[src/rtl/imm_pkg.sv]
// Shared opcode constants and format codes for the
// immediate-generation stage.
package imm_pkg;

    localparam logic [6:0] OPC_LOAD    = 7'b0000011;
    localparam logic [6:0] OPC_OPIMM   = 7'b0010011;
    localparam logic [6:0] OPC_OPIMM32 = 7'b0011011;
    localparam logic [6:0] OPC_JALR    = 7'b1100111;
    localparam logic [6:0] OPC_STORE   = 7'b0100011;
    localparam logic [6:0] OPC_BRANCH  = 7'b1100011;
    localparam logic [6:0] OPC_LUI     = 7'b0110111;
    localparam logic [6:0] OPC_AUIPC   = 7'b0010111;
    localparam logic [6:0] OPC_JAL     = 7'b1101111;
    localparam logic [6:0] OPC_OP      = 7'b0110011;
    localparam logic [6:0] OPC_OP32    = 7'b0111011;

    typedef enum logic [2:0] {
        FMT_R    = 3'd0,
        FMT_I    = 3'd1,
        FMT_S    = 3'd2,
        FMT_B    = 3'd3,
        FMT_U    = 3'd4,
        FMT_J    = 3'd5,
        FMT_NONE = 3'd7
    } fmt_e;

endpackage

[src/rtl/imm_gen_stage_decode.sv]
// Combinational format classifier and immediate extractor.
// Ports: instr in; imm (XLEN), fmt, illegal out.
module imm_decode
    import imm_pkg::*;
#(
    parameter int XLEN  = 64,
    parameter bit EN_UJ = 1'b1
) (
    input  logic [31:0]     instr,
    output logic [XLEN-1:0] imm,
    output fmt_e            fmt,
    output logic            illegal
);

    logic [6:0]  opc;
    logic [31:0] v;
    logic        is_i;
    logic        is_s;
    logic        is_b;
    logic        is_u;
    logic        is_j;
    logic        is_r;

    assign opc  = instr[6:0];
    assign is_i = (opc == OPC_LOAD) || (opc == OPC_OPIMM)
               || (opc == OPC_OPIMM32) || (opc == OPC_JALR);
    assign is_s = (opc == OPC_STORE);
    assign is_b = (opc == OPC_BRANCH);
    assign is_u = EN_UJ
               && ((opc == OPC_LUI) || (opc == OPC_AUIPC));
    assign is_j = EN_UJ && (opc == OPC_JAL);
    assign is_r = (opc == OPC_OP) || (opc == OPC_OP32);

    // Build a 32-bit sign-extended value, then widen it.
    always_comb begin
        v       = '0;
        fmt     = FMT_NONE;
        illegal = 1'b1;
        unique case (1'b1)
            is_i: begin
                v = {{20{instr[31]}}, instr[31:20]};
                fmt = FMT_I;
                illegal = 1'b0;
            end
            is_s: begin
                v = {{20{instr[31]}}, instr[31:25],
                     instr[11:7]};
                fmt = FMT_S;
                illegal = 1'b0;
            end
            is_b: begin
                v = {{19{instr[31]}}, instr[31], instr[7],
                     instr[30:25], instr[11:8], 1'b0};
                fmt = FMT_B;
                illegal = 1'b0;
            end
            is_u: begin
                v = {instr[31:12], 12'b0};
                fmt = FMT_U;
                illegal = 1'b0;
            end
            is_j: begin
                v = {{11{instr[31]}}, instr[31],
                     instr[19:12], instr[20],
                     instr[30:21], 1'b0};
                fmt = FMT_J;
                illegal = 1'b0;
            end
            is_r: begin
                fmt = FMT_R;
                illegal = 1'b0;
            end
            default: ;
        endcase
    end

    assign imm = XLEN'($signed(v));

endmodule

[src/rtl/imm_gen_stage.sv]
// Immediate-generation stage: decode at the input, 2-entry skid
// buffer at the output.
// Ports: clk, reset (sync, high), flush; in_valid/in_ready/
// in_instr; out_valid/out_ready/out_instr/out_imm/out_fmt/
// out_illegal.
module imm_gen_stage
    import imm_pkg::*;
#(
    parameter int XLEN  = 64,
    parameter bit EN_UJ = 1'b1
) (
    input  logic            clk,
    input  logic            reset,
    input  logic            flush,
    input  logic            in_valid,
    output logic            in_ready,
    input  logic [31:0]     in_instr,
    output logic            out_valid,
    input  logic            out_ready,
    output logic [31:0]     out_instr,
    output logic [XLEN-1:0] out_imm,
    output fmt_e            out_fmt,
    output logic            out_illegal
);

    logic [XLEN-1:0] dec_imm;
    fmt_e            dec_fmt;
    logic            dec_ill;

    imm_decode #(
        .XLEN  (XLEN),
        .EN_UJ (EN_UJ)
    ) u_dec (
        .instr   (in_instr),
        .imm     (dec_imm),
        .fmt     (dec_fmt),
        .illegal (dec_ill)
    );

    logic            main_v, main_v_n;
    logic [31:0]     main_instr, main_instr_n;
    logic [XLEN-1:0] main_imm, main_imm_n;
    fmt_e            main_fmt, main_fmt_n;
    logic            main_ill, main_ill_n;

    logic            skid_v, skid_v_n;
    logic [31:0]     skid_instr, skid_instr_n;
    logic [XLEN-1:0] skid_imm, skid_imm_n;
    fmt_e            skid_fmt, skid_fmt_n;
    logic            skid_ill, skid_ill_n;

    logic            rdy_q;
    logic            acc;
    logic            dlv;

    // rdy_q resets to 1 so in_ready rises the cycle after reset.
    assign in_ready    = rdy_q && !reset;
    assign acc         = in_valid && in_ready;
    assign dlv         = main_v && out_ready;

    assign out_valid   = main_v;
    assign out_instr   = main_instr;
    assign out_imm     = main_imm;
    assign out_fmt     = main_fmt;
    assign out_illegal = main_ill;

    always_comb begin
        main_v_n     = main_v;
        main_instr_n = main_instr;
        main_imm_n   = main_imm;
        main_fmt_n   = main_fmt;
        main_ill_n   = main_ill;
        skid_v_n     = skid_v;
        skid_instr_n = skid_instr;
        skid_imm_n   = skid_imm;
        skid_fmt_n   = skid_fmt;
        skid_ill_n   = skid_ill;

        if (dlv) begin
            main_v_n = 1'b0;
        end

        // A full skid implies in_ready was low: no accept here.
        if (dlv && skid_v) begin
            main_v_n     = 1'b1;
            main_instr_n = skid_instr;
            main_imm_n   = skid_imm;
            main_fmt_n   = skid_fmt;
            main_ill_n   = skid_ill;
            skid_v_n     = 1'b0;
        end else if (acc && (!main_v || dlv)) begin
            main_v_n     = 1'b1;
            main_instr_n = in_instr;
            main_imm_n   = dec_imm;
            main_fmt_n   = dec_fmt;
            main_ill_n   = dec_ill;
        end else if (acc) begin
            skid_v_n     = 1'b1;
            skid_instr_n = in_instr;
            skid_imm_n   = dec_imm;
            skid_fmt_n   = dec_fmt;
            skid_ill_n   = dec_ill;
        end

        if (flush) begin
            main_v_n = 1'b0;
            skid_v_n = 1'b0;
        end
    end

    always_ff @(posedge clk) begin
        if (reset) begin
            main_v     <= 1'b0;
            main_instr <= '0;
            main_imm   <= '0;
            main_fmt   <= FMT_NONE;
            main_ill   <= 1'b0;
            skid_v     <= 1'b0;
            skid_instr <= '0;
            skid_imm   <= '0;
            skid_fmt   <= FMT_NONE;
            skid_ill   <= 1'b0;
            rdy_q      <= 1'b1;
        end else begin
            main_v     <= main_v_n;
            main_instr <= main_instr_n;
            main_imm   <= main_imm_n;
            main_fmt   <= main_fmt_n;
            main_ill   <= main_ill_n;
            skid_v     <= skid_v_n;
            skid_instr <= skid_instr_n;
            skid_imm   <= skid_imm_n;
            skid_fmt   <= skid_fmt_n;
            skid_ill   <= skid_ill_n;
            rdy_q      <= !skid_v_n;
        end
    end

endmodule
[config.mk]
export PLATFORM = sky130hd
export DESIGN_NAME = imm_gen_stage
export DESIGN_NICKNAME = d
export VERILOG_FILES = /design/src/rtl/imm_pkg.sv /design/src/rtl/imm_gen_stage_decode.sv /design/src/rtl/imm_gen_stage.sv
export SDC_FILE = /design/constraint.sdc
export NUM_CORES = 1
export LEC_CHECK = 0
export ABC_AREA = 0
export CAP_MARGIN = 20
export CORE_MARGIN = 2
export CORE_UTILIZATION = 35
export DETAILED_ROUTE_END_ITERATION = 12
export GPL_TIMING_DRIVEN = 0
export PLACE_DENSITY = 0.64
export REMOVE_ABC_BUFFERS = 1
export SLEW_MARGIN = 30
export SYNTH_ARGS = -nofsm -noshare
export SYNTH_HDL_FRONTEND = slang
export SYNTH_HIERARCHICAL = 1
export SYNTH_SLANG_ARGS = --single-unit
[constraint.sdc]
create_clock -name clk -period 3.11 [get_ports clk]
set_input_delay 0.4665 -clock clk [delete_from_list [all_inputs] [get_ports clk]]
set_output_delay 0.4665 -clock clk [all_outputs]
set_load 0.01 [all_outputs]
==> summary by stage <==
Status
The run finished with clean final reports.

Cells and area
The share of layout cells above drive strength 1 is 9.82%. From synthesis to final layout, the design area changed by 22.8%. The filler cell count is ~2,800. The area of all placed cells without fillers is ~13,000 um^2.

The utilization after layout is a little over two fifths. The number of inserted diodes is 0. The final net count is 1,222.

Synthesis
The number of different library cells used by synthesis comes to 48. The area share of the largest cell type after synthesis is 39.8%. The total of warnings raised by yosys is 6. The async set-reset flop share out of synthesis is 0%. Sequential elements use 39.8% of the synthesized area.

After synthesis the cells add up to 10,200 um^2. Synthesis handed over a netlist of between 1,000 and 1,500 instances. After synthesis, the mean cell area works out to 8.82 um^2.

The total of flip-flops plus latches after synthesis is 203. The number of enable flip-flop cells after synthesis is 0. After synthesis, the cell types taking the most area are sky130_fd_sc_hd__dfxtp_1 (40%), sky130_fd_sc_hd__mux2i_1 (9.8%), sky130_fd_sc_hd__a2111oi_2 (5.9%). The biggest area consumer among synthesized cells is sky130_fd_sc_hd__dfxtp_1. The commonest register cell after synthesis is sky130_fd_sc_hd__dfxtp_1.

Pwr
The total leakage power is 5.04 nW. The clock power share is 45.2%. The total internal power is a little under 0.005 W. The peak supply drop is 0.288 mV. Summed over all nets, the switching power comes to 0.00158 W.

Net switching is between 20% and 30% of the power. For this design the ratio of total power to cell area is 511 nW/um^2. The share of total power dissipated in sequential elements is approximately 43%. Of the total power, combinational logic draws 11.8%.

Global route
The sum of overflow across all layers after global routing is 0. The number of antenna violations at the first check in global routing was 0. The maximum number of pins on one net before global-route repair is 96. The number of global-route vias before repair is between 8,000 and 9,000. The first global-routing pass estimated around 46,000 um of wire. Global routing used around 18% of the available tracks.

Clock network
The library cell used as clock root buffer is sky130_fd_sc_hd__clkbuf_16. The clock latency on the worst-skew pair is approximately 0.5 ns. The TritonCTS clock tree is built. The deepest level of the CTS H-tree is 1. The CTS buffer count is 24. The clock sink count is 203. Clock-pin slew was measured on the worst setup and hold paths at 0.06 ns. The deepest clock path buffer count is 3.

Placed design
The post-DP HPWL is 17,300 um. After detailed placement, the total cell area comes to ~12,000 um^2. The setup slack at placement is -0.581 ns. In this run the tool buffered the top-level ports with 138 buffer cells. The congestion estimate from routability-driven global placement came to a little over 0.7.

Timing
Subtracting the final worst setup slack from the clock period gives 2.89 ns. The number of pins exceeding their max-slew limit in the final report came to 0. After layout, the worst path uses 92.8% of the clock period. The worst-case headroom to the max-slew limit is around 57%.

The number of hold violations in the final report is 0. For the pin with the worst max-slew slack, the measured transition is 0.644 ns. The clock arrives with roughly 0.02 ns of skew. The number of failing setup endpoints in the final timing report is 0. For this run, the top clock speed supported by timing is about 0.35 GHz. Setup repair after global routing left no endpoint under its margin. Across all setup checks in the final design, the least slack found is 0.223 ns.

Drt
In the final routed layout, each cell accounts on average for 17.9 um. The first TritonRoute pass finished after 5 iterations. Detailed routing inserted a total of 8,992 vias.

In the routed design, unresolved DRC markers number 0. The mean number of vias per cell is 5.67. The total wirelength of the detailed-routed design is roughly 28,000 um. The count of nets left with antenna violations once routing finished came out at 0.

The number of violations reported at the end of detailed-routing iteration 0 is 623.

Setup path
The worst setup path is captured at a flip-flop. The critical path in this run is classified as in2reg. The critical path data arrival time is 3.28 ns. The data required time of the worst path is 3.50 ns. STA classifies the critical path startpoint as a primary input. The maximum fanout count along the critical path is 52.

Job
The number of maximum-capacitance constraint violations is 0.

Floorplan
The effective utilization at floorplan is 35.6%. Measured along the x axis, the die boundary spans 175 um. The die is 175 um tall. The die covers approximately 31,000 um^2. The core region is 28,700 um^2. The number of core rows is between 60 and 70. Pin placement for this block handled around 140 I/O pins.

Min path
The worst hold path class is in2reg.
worst max-delay path: stages:
cell and delay [ns]:
sky130_fd_sc_hd__clkdlybuf4s50_1 0.76, sky130_fd_sc_hd__nand3b_1 0.25, sky130_fd_sc_hd__mux2_2 0.35, sky130_fd_sc_hd__nor2_4 0.34, sky130_fd_sc_hd__a21o_4 0.31, sky130_fd_sc_hd__buf_12 0.26
sky130_fd_sc_hd__mux2i_1 0.10, sky130_fd_sc_hd__a2111oi_0 0.40
stage by stage:
stage / total power, W / hold slack [ns] / setup TNS, ns / instances
after CTS: 0.00648 / 0.229 / 0 / 1586
after floorplan: 0.00315 / 0.435 / -344.09 / 993
after global placement: 0.00355 / 0.449 / -2061.01 / 1515
after detailed placement: 0.00357 / 0.457 / -33.30 / 1543
final: 0.00641 / 0.252 / 0 / 1586
after global routing: 0.00665 / 0.244 / 0 / 1586
synthesized netlist by cell type, drive strengths merged, types with 4 or more instances:
cell,number
nor3,101
nand3,101
o21ai,102
a211o,5
and3,9
clkbuf,64
a21o,20
nor2,106
a22o,4
buf,100
mux2i,100
a2111oi,97
a21oi,101
dfxtp,203
nand2,7
nand2b,4
registers in the layout, summed over array words and instances (netlist names):
signal       count
out_fmt          3
out_illegal      1
out_imm         64
out_instr       32
out_valid        1
rdy_q            1
skid_fmt         3
skid_ill         1
skid_imm        64
skid_instr      32
skid_v           1
logic make-up after synthesis:
kind of cell / synth area share (%)
AOI/OAI and AO/OA: 24.1
buffers and inverters: 9.76
DFF: 39.8
muxes: 9.92
and+or+nand+nor: 16.4
worst paths after layout:
path / start / to / slack [ns] / cells after the start
max reg2reg: out_valid$_SDFFE_PP0P_ / out_imm[3]$_SDFFE_PP0P_ / 0.44 / 6
min reg2reg: skid_fmt[2]$_SDFFE_PP1P_ / skid_fmt[2]$_SDFFE_PP1P_ / 0.47 / 1
max: in_instr[6] / out_imm[63]$_SDFFE_PP0P_ / 0.22 / 8
min: reset / skid_instr[4]$_SDFFE_PP0P_ / 0.25 / 2
per-layer routing:
layer,global-route usage (%),part of all wire [%],vias to the layer above
met2,28.5,46,223
met3,2.79,4.4,36
met1,25.1,48,4396
met4,3.82,1.8,0
li1,-,-,4337
met5,0,0,-
power groups by stage:
stage	Combinational (W)	Sequential (W)	Clock, W
final	0.000759	0.00276	0.00290
after global placement	0.000744	0.00281	0
after CTS	0.000762	0.00276	0.00296
after detailed placement	0.000759	0.00281	0
after floorplan	0.000306	0.00284	0
after global routing	0.000822	0.00277	0.00306
layout make-up:
cell class	count	area, um^2	area share (%)
multi-input cells	789	5210	41.5
flip-flops and latches	203	4060	32.4
repair buffers	166	1970	15.7
clock buffers	37	701	5.59
well taps	384	480	3.83
clock inverters	6	108	0.858
inverters	1	3.75	0.0299
cells in the final DEF, fill, tap and decap left out, types with 25 or more instances in the layout:
| cell type | instances |
|---|---|
| sky130_fd_sc_hd__nand3_1 | 100 |
| sky130_fd_sc_hd__clkbuf_16 | 25 |
| sky130_fd_sc_hd__a2111oi_2 | 40 |
| sky130_fd_sc_hd__a2111oi_0 | 54 |
| sky130_fd_sc_hd__nor3_1 | 100 |
| sky130_fd_sc_hd__mux2i_1 | 100 |
| sky130_fd_sc_hd__a21oi_1 | 100 |
| sky130_fd_sc_hd__nor2_1 | 104 |
| sky130_fd_sc_hd__o21ai_0 | 101 |
| sky130_fd_sc_hd__clkdlybuf4s50_1 | 136 |
| sky130_fd_sc_hd__dfxtp_1 | 203 |
timing repair:
action,CTS,global route
hold buffers,0,0
hold endpoints to repair,0,0
gates resized for setup,1,3
endpoints found under the setup margin,10,26
buffers inserted,0,0
Note: power is estimated with default switching activity, not from simulation.
